[src/rtl/result_writer.sv]
// result_fifo: small synchronous FIFO holding 512-bit result entries, head shown combinationally.
// Latency: an entry pushed in cycle N becomes the head no earlier than cycle N+1 (no bypass).
// Backpressure: push is dropped when full and pop is dropped when empty; the caller must gate on full/empty.
module result_fifo #(
    parameter int W     = 512,
    parameter int DEPTH = 4
) (
    input  logic         clk,
    input  logic         rst_n,
    input  logic         push,
    input  logic [W-1:0] push_dat,
    input  logic         pop,
    output logic [W-1:0] head_dat,
    output logic         full,
    output logic         empty
);
    localparam int AW = $clog2(DEPTH);

    logic [W-1:0]  mem [DEPTH];
    logic [AW-1:0] wr_ptr;
    logic [AW-1:0] rd_ptr;
    logic [AW:0]   cnt;
    logic          do_push;
    logic          do_pop;

    assign full     = (cnt == (AW+1)'(DEPTH));
    assign empty    = (cnt == '0);
    assign do_push  = push && !full;
    assign do_pop   = pop && !empty;
    assign head_dat = mem[rd_ptr];

    // DEPTH is a power of two, so the pointers wrap naturally.
    always_ff @(posedge clk or negedge rst_n) begin
        if (!rst_n) begin
            wr_ptr <= '0;
            rd_ptr <= '0;
            cnt    <= '0;
        end else begin
            if (do_push) wr_ptr <= wr_ptr + AW'(1);
            if (do_pop)  rd_ptr <= rd_ptr + AW'(1);
            case ({do_push, do_pop})
                2'b10:   cnt <= cnt + (AW+1)'(1);
                2'b01:   cnt <= cnt - (AW+1)'(1);
                default: cnt <= cnt;
            endcase
        end
    end

    always_ff @(posedge clk) begin
        if (do_push) mem[wr_ptr] <= push_dat;
    end
endmodule

// result_writer: collects a job's DNN results and writes them to host memory as consecutive 64-byte lines.
// Latency: a result accepted in cycle N is offered on wr_req from N+1; done pulses one cycle after the final ack.
// Backpressure: results_acceptable drops when the FIFO is full or the job count is reached; wr_req holds until wr_ack.
module result_writer #(
    parameter int FIFO_DEPTH = 4
) (
    input  logic         clk,
    input  logic         rst_n,
    input  logic         start,
    input  logic [63:0]  base_addr,
    input  logic [31:0]  num_results,
    input  logic         dnn_out_vld,
    input  logic [511:0] dnn_results,
    output logic         results_acceptable,
    output logic         wr_req,
    output logic [63:0]  wr_addr,
    output logic [511:0] wr_data,
    input  logic         wr_ack,
    output logic         busy,
    output logic         done
);
    typedef enum logic [1:0] {
        IDLE = 2'd0,
        RUN  = 2'd1,
        DONE = 2'd2
    } state_t;

    state_t        state;
    state_t        state_nxt;
    logic [63:0]   base_reg;
    logic [31:0]   num_reg;
    logic [31:0]   accepted_cnt;
    logic [31:0]   written_cnt;
    logic          fifo_full;
    logic          fifo_empty;
    logic [511:0]  head_dat;
    logic          start_acc;
    logic          push;
    logic          pop;
    logic          last_write;

    assign start_acc          = (state == IDLE) && start;
    assign results_acceptable = (state == RUN) && !fifo_full && (accepted_cnt < num_reg);
    assign push               = dnn_out_vld && results_acceptable;
    assign wr_req             = (state == RUN) && !fifo_empty;
    assign pop                = wr_req && wr_ack;
    assign last_write         = ((written_cnt + 32'd1) == num_reg);

    // Line address is a shift of the write count; the 64-bit add wraps silently.
    assign wr_addr = base_reg + {26'd0, written_cnt, 6'd0};
    // Masking keeps wr_data at zero whenever nothing is offered, including during reset.
    assign wr_data = wr_req ? head_dat : '0;

    assign busy = (state != IDLE);
    assign done = (state == DONE);

    result_fifo #(
        .W     (512),
        .DEPTH (FIFO_DEPTH)
    ) u_fifo (
        .clk      (clk),
        .rst_n    (rst_n),
        .push     (push),
        .push_dat (dnn_results),
        .pop      (pop),
        .head_dat (head_dat),
        .full     (fifo_full),
        .empty    (fifo_empty)
    );

    always_ff @(posedge clk or negedge rst_n) begin
        if (!rst_n) begin
            state <= IDLE;
        end else begin
            state <= state_nxt;
        end
    end

    always_comb begin
        state_nxt = state;
        case (state)
            IDLE: begin
                if (start) state_nxt = (num_results == 32'd0) ? DONE : RUN;
            end
            RUN: begin
                if (pop && last_write) state_nxt = DONE;
            end
            DONE: begin
                state_nxt = IDLE;
            end
            default: begin
                state_nxt = IDLE;
            end
        endcase
    end

    always_ff @(posedge clk or negedge rst_n) begin
        if (!rst_n) begin
            base_reg     <= '0;
            num_reg      <= '0;
            accepted_cnt <= '0;
            written_cnt  <= '0;
        end else if (start_acc) begin
            base_reg     <= {base_addr[63:6], 6'd0};
            num_reg      <= num_results;
            accepted_cnt <= '0;
            written_cnt  <= '0;
        end else begin
            if (push) accepted_cnt <= accepted_cnt + 32'd1;
            if (pop)  written_cnt  <= written_cnt + 32'd1;
        end
    end
endmodule

[config.mk]
export PLATFORM = sky130hd
export DESIGN_NAME = result_writer
export DESIGN_NICKNAME = d
export VERILOG_FILES = /design/src/rtl/result_writer.sv
export SDC_FILE = /design/constraint.sdc
export NUM_CORES = 2
export LEC_CHECK = 0
export BUFFER_PORTS_ARGS = -buffer_cell sky130_fd_sc_hd__buf_2
export CELL_PAD_IN_SITES_DETAIL_PLACEMENT = 1
export CELL_PAD_IN_SITES_GLOBAL_PLACEMENT = 2
export CORE_MARGIN = 3
export CORE_UTILIZATION = 43
export DETAILED_ROUTE_END_ITERATION = 8
export GPL_ROUTABILITY_DRIVEN = 0
export PLACE_DENSITY_LB_ADDON = 0.1
export SLEW_MARGIN = 30
export SYNTH_ARGS = -nofsm -noshare
export SYNTH_HDL_FRONTEND = slang
export SYNTH_HIERARCHICAL = 1
export SYNTH_SLANG_ARGS = --single-unit
[constraint.sdc]
create_clock -name clk -period 21.1 [get_ports clk]
set_clock_uncertainty 0.1 [all_clocks]
set_input_delay 2.11 -clock clk [delete_from_list [all_inputs] [get_ports clk]]
set_output_delay 2.11 -clock clk [all_outputs]
set_load 0.01 [all_outputs]
==> results by group <==
Outcome
  – Status: finished, final reports clean

Synth
  – Yosys warning total: 6
  – Main area contributors after synthesis: edfxtp_1 (69%), mux4_2 (13%), dfrtp_1 (4.6%)
  – Top cells by count, synth: edfxtp_1 (2048), and2_1 (532), mux4_2 (512)
  – Register area share after synthesis: 0.7382
  – Synthesis-stage register bit count: 2211
  – Post-synth top area share: 0.6923
  – Synth Area per Inst: 19.09 sq um
  – Asr flop ratio synth: 0.07372
  – Predominant post-synthesis flop cell: edfxtp_1
  – Most common cell in the synthesized netlist: edfxtp_1
  – Mapped Cells: 4653
  – Synth Cell Area: 88830 sq um
  – Number of synthesized flops with an enable pin: 2048
  – Synth cell types: 83
  – Leading area contributor after synthesis: edfxtp_1

Placement
  – Placed inst area: 97410 sq um
  – # port buffers: 1180
  – HPWL after detailed placement: 169.1 mm

Setup path
  – Worst path bufs/invs: 4
  – CP Depth: 6
  – Worst Path Arrival: 5.05 ns
  – R2r endpoint: u_fifo/mem[2][37]$_DFFE_PP_
  – WS Path Type: reg2out
  – RR Startpoint: accepted_cnt[13]$_DFFE_PN0P_
  – Worst stage delay on the critical path: 0.92 ns
  – Max Fanout on Critical Path: 55
  – Top delay family on crit path: buffers and inverters
  – CP startpoint kind: flop
  – Most used cell along the critical path: buf_4
  – Worst R2R Setup Slack: 14.59 ns
  – CP Launch Point: u_fifo/rd_ptr[1]$_DFFE_PN0P_
  – Crit path capture type: primary output
  – Worst R2R Path Depth: 13
  – CP Cell Sequence: buf_4 -> buf_4 -> buf_4 -> mux4_2 -> and2_1 -> buf_2
  – Slowest cell on crit path: dfrtp_4
  – Critical Path RT: 18.89 ns

Finish
  – Layout overhead on the synthesized area: 18.49%
  – Max FFs per register: 2048
  – Final nets: 6582
  – Share of layout cells above drive strength 1: 0.3467
  – Final instance area: 105300 sq um

Floorplan
  – Num ports: 1193
  – Die span in x: 460.5 um
  – CORE AREA: 205000 sq um
  – Full die area: 212100 sq um
  – Initial Utilization: 0.4333
  – Num rows: 166
  – Chip height: 460.5 um

Clock tree
  – H-tree levels: 4
  – Post-CTS setup buffers: 0
  – CTS clk-pin slew, worst paths: 0.06 ns
  – Clock sink count: 2211
  – Clock Latency Late Sink: 0.83 ns
  – CTS Buf Count: 233
  – Cts repair resizes: 0
  – Post-CTS Hold Fix Bufs: 0
  – Deepest clock path buffer count: 3
  – CTS tree: built
  – Root buffer cell: clkbuf_16

Job
  – Max-Cap Viols: 0

Power and ir drop
  – Sw frac: 0.3253
  – Cell-internal power: 9913 uW
  – Sequential Power Share: 0.393
  – Sw power: 4780 uW
  – Pwr dens: 139.6 nW/um^2
  – Peak supply drop: 0.1076 mV
  – LEAKAGE: 0.03736 uW
  – Clock Power Share: 0.273
  – Comb pwr share: 0.334

STA
  – Max Slew Vio Count: 0
  – Setup TNS: 0 ns
  – Minimum clock period after layout: 7.263 ns
  – Maximum clock rate: 137.7 MHz
  – Max_slew headroom: 0.3188
  – Final setup fails: 0
  – RSZ-0062 raised after global routing: false
  – Fin. Hold Viols: 0
  – Period utilisation layout: 0.3442
  – Slew @ Worst Pin: 1.022 ns

Global route
  – GR Overflow Total: 0
  – Met3 Usage GRT: 0.08446
  – Met2 usage: 0.3906
  – Initial antenna violation count: 205
  – Vias in the first global route: 50670
  – Largest net degree at the start of global routing: 147
  – GRT Overall Usage: 0.2357
  – Routing usage on met1: 0.2802
  – Grt peak-use layer: met2
  – Global-route wire length before repair: 360.3 mm

Min path
  – Hold path cells: 2
  – Hold Path End: base_reg[33]$_DFFE_PN0P_
  – Class of the worst hold path: reg2reg
  – Worst hold path startpoint: base_reg[33]$_DFFE_PN0P_

Route
  – DR vias: 48040
  – DRT Pass-1 Iters: 5
  – Routed wire length: 252.7 mm
  – Post-DRT Antenna Nets: 0
  – Vias/cell: 5.427
  – Initial detailed-routing violation count: 3565
  – Residual DRC: 0
  – WL/cell: 28.54 um
through the flow:
stage               hold slack, ns    util  power [uW]  setup WS, ns  instances
floorplan                   0.3523       -        9149         5.504       4658
global placement            0.3664  0.4747       10830         13.58       8341
detailed placement          0.3741  0.4752       10870         13.95       8344
CTS                         0.3880  0.5118       14930         13.22       8780
global route                0.4207  0.5129       15400         13.51       8813
finish                      0.3825  0.5134       14690         13.84       8852
logic make-up after synthesis:
logic type / synth area share
and+or+nand+nor: 0.07022
DFF: 0.7382
muxes: 0.1303
xor gates and xnor gates: 0.01173
buffers and inverters: 0.01879
other: 0.00004222
AOI/OAI and AO/OA: 0.02037
adders and majority gates: 0.01031
layout by cell type (no fill, tap or decap), types with 66 or more instances in the layout:
cell	n
edfxtp_1	2048
buf_2	1179
and2_1	527
mux4_2	512
nand2_1	304
clkbuf_16	236
dfrtp_1	161
o21ai_0	97
xnor2_1	92
nor2_1	83
a21oi_1	74
ha_1	70
inv_1	67
diode_2	66
worst max path at each step:
| stage | to | slack (ns) |
|---|---|---|
| floorplan | u_fifo/mem[0][0]$_DFFE_PP_ | 5.50 |
| global placement | u_fifo/mem[1][470]$_DFFE_PP_ | 13.58 |
| detailed placement | u_fifo/mem[3][430]$_DFFE_PP_ | 13.95 |
| CTS | wr_data[135] | 13.22 |
| global route | wr_data[58] | 13.51 |
| finish | wr_data[58] | 13.84 |
worst min-delay path: stages, from the launching register on:
cell and delay, ns:
dfrtp_1 0.34, nand2_1 0.05, nand2_1 0.06
power by group through the flow:
stage | Sequential, uW | Combinational [uW] | Clock, uW
5_1_grt | 5830 | 5270 | 4300
2_1_floorplan | 6190 | 2960 | 0
3_5_place_dp | 5890 | 4990 | 0
4_1_cts | 5800 | 5010 | 4120
3_3_place_gp | 5840 | 4990 | 0
6_report | 5780 | 4900 | 4010
layout make-up:
| type | instances | area, sq um |
|---|---|---|
| repair buffers | 1247 | 6739 |
| diodes | 66 | 165.2 |
| multi-input cells | 2136 | 21630 |
| clock inverters | 139 | 1339 |
| clock buffers | 297 | 6175 |
| well taps | 2688 | 3363 |
| inverters | 68 | 255.2 |
| flip-flops and latches | 2211 | 65590 |
| fillers | 19050 | 99750 |
routing by layer:
layer	routed length (um)	up-vias
li1	-	20970
met1	94030	24860
met2	125200	1491
met3	21300	621
met4	11410	104
met5	664	-
Power figures use the tool's default switching activity.
